File: src/rtl/rrg_cmd_sequencer.sv
// Ramp-generator command sequencer.
// Turns one parameter-set load request into a fixed series of register commands:
// WRITE_YSET, WRITE_RSET, WRITE_RISET, WRITE_ROSET, UPDATE and an optional SW_DATASET.
// Each command is held for HOLD_CYCLES clocks and followed by one gap cycle.
// Optional feature: define RRG_SEQ_ERRCNT_EN to add a saturating err_count output.
module rrg_cmd_sequencer #(
  parameter int unsigned NR_DATASETS = 2,
  parameter int unsigned HOLD_CYCLES = 2
) (
  input  logic        clk,
  input  logic        nReset,
  input  logic        req_valid,
  output logic        req_ready,
  input  logic [7:0]  req_dataset,
  input  logic [63:0] req_yset,
  input  logic [63:0] req_rset,
  input  logic [63:0] req_riset,
  input  logic [63:0] req_roset,
  input  logic        req_activate,
  output logic [15:0] reg_control,
  output logic [15:0] reg_0,
  output logic [15:0] reg_1,
  output logic [15:0] reg_2,
  output logic [15:0] reg_3,
`ifdef RRG_SEQ_ERRCNT_EN
  output logic [7:0]  err_count,
`endif
  output logic        busy,
  output logic        err_dataset
);

  typedef enum logic [2:0] {
    StIdle, StWrY, StWrR, StWrRi, StWrRo, StUpd, StSw, StGap
  } state_t;

  localparam logic [3:0] HoldLast = 4'(HOLD_CYCLES - 1);

  state_t      state_q;
  state_t      last_q;   // command that precedes the current gap
  state_t      nxt_cmd;
  logic [3:0]  cnt_q;
  logic [7:0]  ds_q;
  logic        act_q;
  logic [63:0] rset_q;
  logic [63:0] riset_q;
  logic [63:0] roset_q;
  logic [63:0] val_q;
  logic [7:0]  nxt_code;
  logic [63:0] nxt_val;
  logic        ds_ok;
  logic        accept;

  assign ds_ok  = ({24'd0, req_dataset} < NR_DATASETS);
  assign accept = (state_q == StIdle) && req_valid && req_ready;

  assign reg_0 = val_q[15:0];
  assign reg_1 = val_q[31:16];
  assign reg_2 = val_q[47:32];
  assign reg_3 = val_q[63:48];

  // Command that follows the gap, with its code and value word.
  always_comb begin
    nxt_cmd  = StIdle;
    nxt_code = 8'd0;
    nxt_val  = 64'd0;
    case (last_q)
      StWrY: begin
        nxt_cmd  = StWrR;
        nxt_code = 8'd2;
        nxt_val  = rset_q;
      end
      StWrR: begin
        nxt_cmd  = StWrRi;
        nxt_code = 8'd3;
        nxt_val  = riset_q;
      end
      StWrRi: begin
        nxt_cmd  = StWrRo;
        nxt_code = 8'd4;
        nxt_val  = roset_q;
      end
      StWrRo: begin
        nxt_cmd  = StUpd;
        nxt_code = 8'd5;
      end
      StUpd: begin
        if (act_q) begin
          nxt_cmd  = StSw;
          nxt_code = 8'd6;
        end
      end
      default: nxt_cmd = StIdle;
    endcase
  end

  // Sequencer FSM with all outputs registered.
  always_ff @(posedge clk) begin
    if (!nReset) begin
      state_q     <= StIdle;
      last_q      <= StIdle;
      cnt_q       <= 4'd0;
      ds_q        <= 8'd0;
      act_q       <= 1'b0;
      rset_q      <= 64'd0;
      riset_q     <= 64'd0;
      roset_q     <= 64'd0;
      val_q       <= 64'd0;
      reg_control <= 16'd0;
      busy        <= 1'b0;
      err_dataset <= 1'b0;
      req_ready   <= 1'b0;
    end else begin
      err_dataset <= 1'b0;
      case (state_q)
        StIdle: begin
          req_ready <= 1'b1;
          if (accept) begin
            if (ds_ok) begin
              state_q     <= StWrY;
              last_q      <= StWrY;
              cnt_q       <= 4'd0;
              ds_q        <= req_dataset;
              act_q       <= req_activate;
              rset_q      <= req_rset;
              riset_q     <= req_riset;
              roset_q     <= req_roset;
              val_q       <= req_yset;
              reg_control <= {req_dataset, 8'd1};
              busy        <= 1'b1;
              req_ready   <= 1'b0;
            end else begin
              err_dataset <= 1'b1;
            end
          end
        end
        StGap: begin
          cnt_q <= 4'd0;
          if (nxt_cmd == StIdle) begin
            state_q     <= StIdle;
            last_q      <= StIdle;
            reg_control <= 16'd0;
            busy        <= 1'b0;
            req_ready   <= 1'b1;
          end else begin
            state_q     <= nxt_cmd;
            last_q      <= nxt_cmd;
            reg_control <= {ds_q, nxt_code};
            val_q       <= nxt_val;
          end
        end
        default: begin
          // Command states: hold, then drop to a gap with the dataset kept.
          if (cnt_q == HoldLast) begin
            state_q     <= StGap;
            reg_control <= {ds_q, 8'd0};
            val_q       <= 64'd0;
          end else begin
            cnt_q <= cnt_q + 4'd1;
          end
        end
      endcase
    end
  end

`ifdef RRG_SEQ_ERRCNT_EN
  // Saturating count of rejected requests, stepped with each err_dataset pulse.
  always_ff @(posedge clk) begin
    if (!nReset) begin
      err_count <= 8'd0;
    end else if (accept && !ds_ok && (err_count != 8'hFF)) begin
      err_count <= err_count + 8'd1;
    end
  end
`endif

endmodule

File: config.mk
export PLATFORM = sky130hd
export DESIGN_NAME = rrg_cmd_sequencer
export DESIGN_NICKNAME = d
export VERILOG_FILES = /design/src/rtl/rrg_cmd_sequencer.sv
export SDC_FILE = /design/constraint.sdc
export NUM_CORES = 1
export LEC_CHECK = 0
export CORE_MARGIN = 5
export CORE_UTILIZATION = 49
export DETAILED_ROUTE_END_ITERATION = 7
export MAX_ROUTING_LAYER = met4
export PLACE_DENSITY = 0.9
export SLEW_MARGIN = 20
export SYNTH_ARGS = -nofsm -noshare
export SYNTH_HDL_FRONTEND = slang
export SYNTH_SLANG_ARGS = --single-unit
File: constraint.sdc
create_clock -name clk -period 2.53 [get_ports clk]
set_clock_uncertainty 0.1 [all_clocks]
set_input_delay 0.253 -clock clk [delete_from_list [all_inputs] [get_ports clk]]
set_output_delay 0.253 -clock clk [all_outputs]
set_load 0.01 [all_outputs]
== After elaboration in Yosys (flattened, before gate mapping) ==
Cells that the tools add are included.
Widths: inputs -> output; s select.
Word-level totals
  register bits: 294
  input bits: 268
  logic and storage cells: 74
Cells by class
  add/sub/neg operators: 1
  magnitude comparators: 1
  equal/unequal tests: 12
  muxes and demuxes: 33
  reductions and logical operators: 14
Operator list (number)
  $mux 64: 4
  $pmux 64 s3: 1
  $pmux 64 s2: 1
  $mux 16: 4
  $pmux 16 s2: 1
  $pmux 3 s5: 2
  $mux 3: 6
  $reduce_and 3->1: 5
  $mux 4: 3
  $pmux 3 s2: 2
  $eq 3x3->1 const B: 3
  $lt 8x2->1 const B: 1
  $ne 2x2->1 const B: 4
  $pmux 4 s2: 1
  $reduce_and 4->1: 2
  $eq 3x2->1 const B: 2
  $logic_not 3->1: 2
  $mux 1: 6
  $add 4x1->4 const B: 1
  $eq 4x1->1 const B: 1
  $pmux 1 s2: 2
  $eq 3x1->1 const B: 1
  $ne 3x2->1 const B: 1
  $reduce_bool 3->1: 1
  3 further kinds: 4

== Logic depth before layout (Yosys ltp) ==
  depth after elaboration: 5
  gate-level depth with buffers: 8

== Least setup slack after synthesis ==
No wires, ideal clock.
  kind: register to register
  from: register last_q[1]
  to: register val_q[57]
  library setup time: 0.123 ns
  data arrival time: 1.689 ns
  data required time: 2.307 ns
  slack: 0.618 ns
  stages on the path, launching flop included: 8
  buffers on the path: 3
  clock period less this slack: 1.912 ns
  cell sequence: dfxtp_1 -> clkbuf_1 -> buf_2 -> buf_4 -> mux2_2 -> a221o_1 -> o211ai_1 -> mux2i_1
Between the ends
  word-level cells in the longest chain between the ends: 5
  elaborated cells between the ends (all ways): 12
  those cells by class: 6 x eq/ne; 4 x mux; 2 x reduce/logical
Ends and longest elaborated chain
  start: declaration: line 39  | state_t last_q;
  start signal: assignment: line 100  | last_q <= StIdle;
  start signal: assignment: line 120  | last_q <= StWrY;
  start signal: assignment: line 140  | last_q <= StIdle;
  $eq 3x3->1 (tied with other cells): line 66  | case (last_q)
  $pmux 3 s5: line 66
  $logic_not 3->1: line 138  | if (nxt_cmd == StIdle) begin
  $ne 2x2->1 (no line)
  $reduce_and 4->1 (no line)
  end signal: assignment: line 127  | val_q <= req_yset;
  end signal: assignment: line 148  | val_q <= nxt_val;
  end: declaration: line 47  | logic [63:0] val_q;
Parallel ways exist; a longest one is shown, timed or not. The select of a mux whose other input is x is not followed.
A chain may end at the register's enable or synchronous reset.

== Final worst setup path ==
  from: register last_q[1]
  to: register val_q[14]
The elaborated chain is that of the path after synthesis.

==> run metrics <==
Post-Synthesis Cells 1522; grt ovf 0; YS warnings 0; FF+latch count, synth 289; Worst Setup End Kind flip-flop; all-layer global routing usage 27.65%; drc violations 0; Max Clock Freq 448.0 MHz; CTS Hold Buffers Added 0; via count 12970; Clk pin slew, worst setup/hold paths ~60 ps; Worst Tran Pin Value 893.3 ps; FF-to-FF setup slack 300 ps; Avg WL per Cell 19.97 um; Area growth syn-to-layout 36.90%; Min Clock Period, post-route 2232 ps; first-pass GRT wire length 65400 um; CP Data Arrival Time about 2600 ps; VDD IR-drop max between 0.0005 and 0.0006 V; list of most frequent post-synthesis cells 476 x nand2_1, 289 x dfxtp_1, 202 x a21oi_1; Hold Violations, Final 0; final core occ 67.89%; MaxCap Viol Count 0; setup violators final 0; initial antenna violation count 1; vias in the first global route between 10000 and 15000; RSZ-0062 raised after global routing false; Post-CTS Setup Repair Bufs 0; Die ar. 0.02964 sq mm; Max Transition Viols Final 0; number of flops mapped to enable cells by yosys 0; Crit path required time between 2000 and 3000 ps; final WL 42780 um; Starting Density 49.59%; Most used DFF post-synth dfxtp_1; PD cells 564.3 mW/mm^2; Tcrit/Tclk final 88.23%; chip width 172.2 um; CP Max Fanout 29; largest net degree at the start of global routing 144; TritonCTS Buffers 30; relative slew slack 39.66%; HPWL after DPL 27670 um; DR vias/cell 6.055; simple-gate share of the synthesized area about a fifth; GPL Wtd Cong roughly 0.89; # nets final 2054; FFs w/ async S/R, synth 0%; layout cells sized above 1 8.920%; post-synthesis sequential area ratio 44.90%; boundary pin count ~350; top cell type's share of synthesized area 44.90%; Root Driver clkbuf_16; Worst setup SP type flip-flop; Mapped Area 0.01289 sq mm; ANT nets after route 0; status complete, no violations; syn avg cell area 8.467 sq um; Yosys cell types 51; clk_lat worst skew 540 ps; adder-cell share of the synthesized area less than 1%; DRT iter0 DRCs 1509; proportion of synthesized area in mux cells 10.72%; count leader, synth nand2_1; Synth Area in Compound Gates between 15 and 20%; Sink Count ~290; Core ar. 0.02598 sq mm; Die Height between 150 and 200 um; CTS HTree Levels 1; XOR/XNOR share of the synthesized area 0.06797%; TritonCTS clock tree done; port bufs 345; FP Rows 59; Lkg Pwr 6.370 nW; main combinational cell family by area after synthesis simple AND/OR/NAND/NOR gates; synth top area cells dfxtp_1 45%, nand2_1 14%, a21oi_1 7.8%, mux2_2 5.6%, mux2i_1 5.1%; Min-Delay Path Class primary input to flip-flop; setup_tns 0 ps; DRT Pass-1 Iters 7; CTS resizes 0; CTS Buffer Depth 3; CP Class flip-flop to flip-flop; leading area contributor after synthesis dfxtp_1
==> routing by layer <==
| layer | vias up | part of all wire (%) | GRT usage [%] |
|---|---|---|---|
| met2 | 820 | 48 | 45.79 |
| met1 | 6096 | 37 | 31.93 |
| met4 | 0 | 5.1 | 14.29 |
| li1 | 5869 | - | - |
| met3 | 184 | 9.6 | 5.350 |
| met5 | - | 0 | - |
==> placed cells by master (no fill, tap or decap), types with 18 or more instances in the layout <==
cell type | netlist | routed
a21oi_1 | 202 | 202
a221o_1 | 64 | 64
buf_12 | 0 | 18
clkbuf_16 | 0 | 31
clkdlybuf4s50_1 | 0 | 344
dfxtp_1 | 289 | 284
mux2_2 | 64 | 64
mux2i_1 | 66 | 66
nand2_1 | 476 | 476
nor4b_1 | 64 | 64
o211ai_1 | 65 | 65
==> worst paths after layout <==
kind,startpoint,end,depth (start not counted)
max,last_q[1],val_q[14],5
min,nReset,reg_control[0],2
min reg2reg,roset_q[60],roset_q[60],2
max reg2reg,last_q[1],val_q[14],5
==> cell families after synthesis <==
kind of cell	after synthesis
adder cells (fa/ha/maj)	2
buffers and inverters	152
multiplexers	130
other	1
flip-flops	289
XOR/XNOR	1
AND/OR/NAND/NOR	585
AO/OA/AOI/OAI	362
==> through the flow <==
stage	std cells	hold WS, ps	setup WS (ps)	area (sq um)	power (mW)
3_5_place_dp	2087	345.0	252.6	16590	5.387
2_1_floorplan	1526	289.0	618.3	12900	4.894
3_3_place_gp	2087	338.1	237.1	16590	5.383
6_report	2142	105.5	297.8	17640	9.955
5_1_grt	2141	99.25	241.1	17640	10.26
4_1_cts	2140	85.58	298.8	17640	10.00
==> power breakdown <==
| part | leakage [nW] | total (mW) | switching, mW | internal, mW |
|---|---|---|---|---|
| Clock | 0.511 | 4.65 | 1.81 | 2.85 |
| Sequential | 2.33 | 4.56 | 0.00501 | 4.55 |
| Combinational | 3.53 | 0.741 | 0.268 | 0.473 |
==> flip-flops by register name (all words and copies together), names as in the netlist <==
signal       cells
busy             1
reg_control     11
cnt_q            4
riset_q         64
last_q           3
err_dataset      1
state_q          3
req_ready        1
roset_q         64
ds_q             8
val_q           64
act_q            1
rset_q          64
==> critical path: stages, from the launching register on <==
cell and delay [ps]:
dfxtp_4 650, buf_4 390, mux2_2 390, a221o_1 330
o211ai_1 140, mux2i_1 100
==> cell type report <==
| cell class | count | area, sq um |
|---|---|---|
| well taps | 335 | 419.2 |
| fillers | 1864 | 8344 |
| multi-input cells | 1085 | 6454 |
| flip-flops and latches | 289 | 5797 |
| repair buffers | 376 | 3909 |
| diodes | 2 | 5.005 |
| clock buffers | 40 | 849.6 |
| inverters | 2 | 12.51 |
| clock inverters | 13 | 195.2 |
Note: power is estimated with default switching activity, not from simulation.
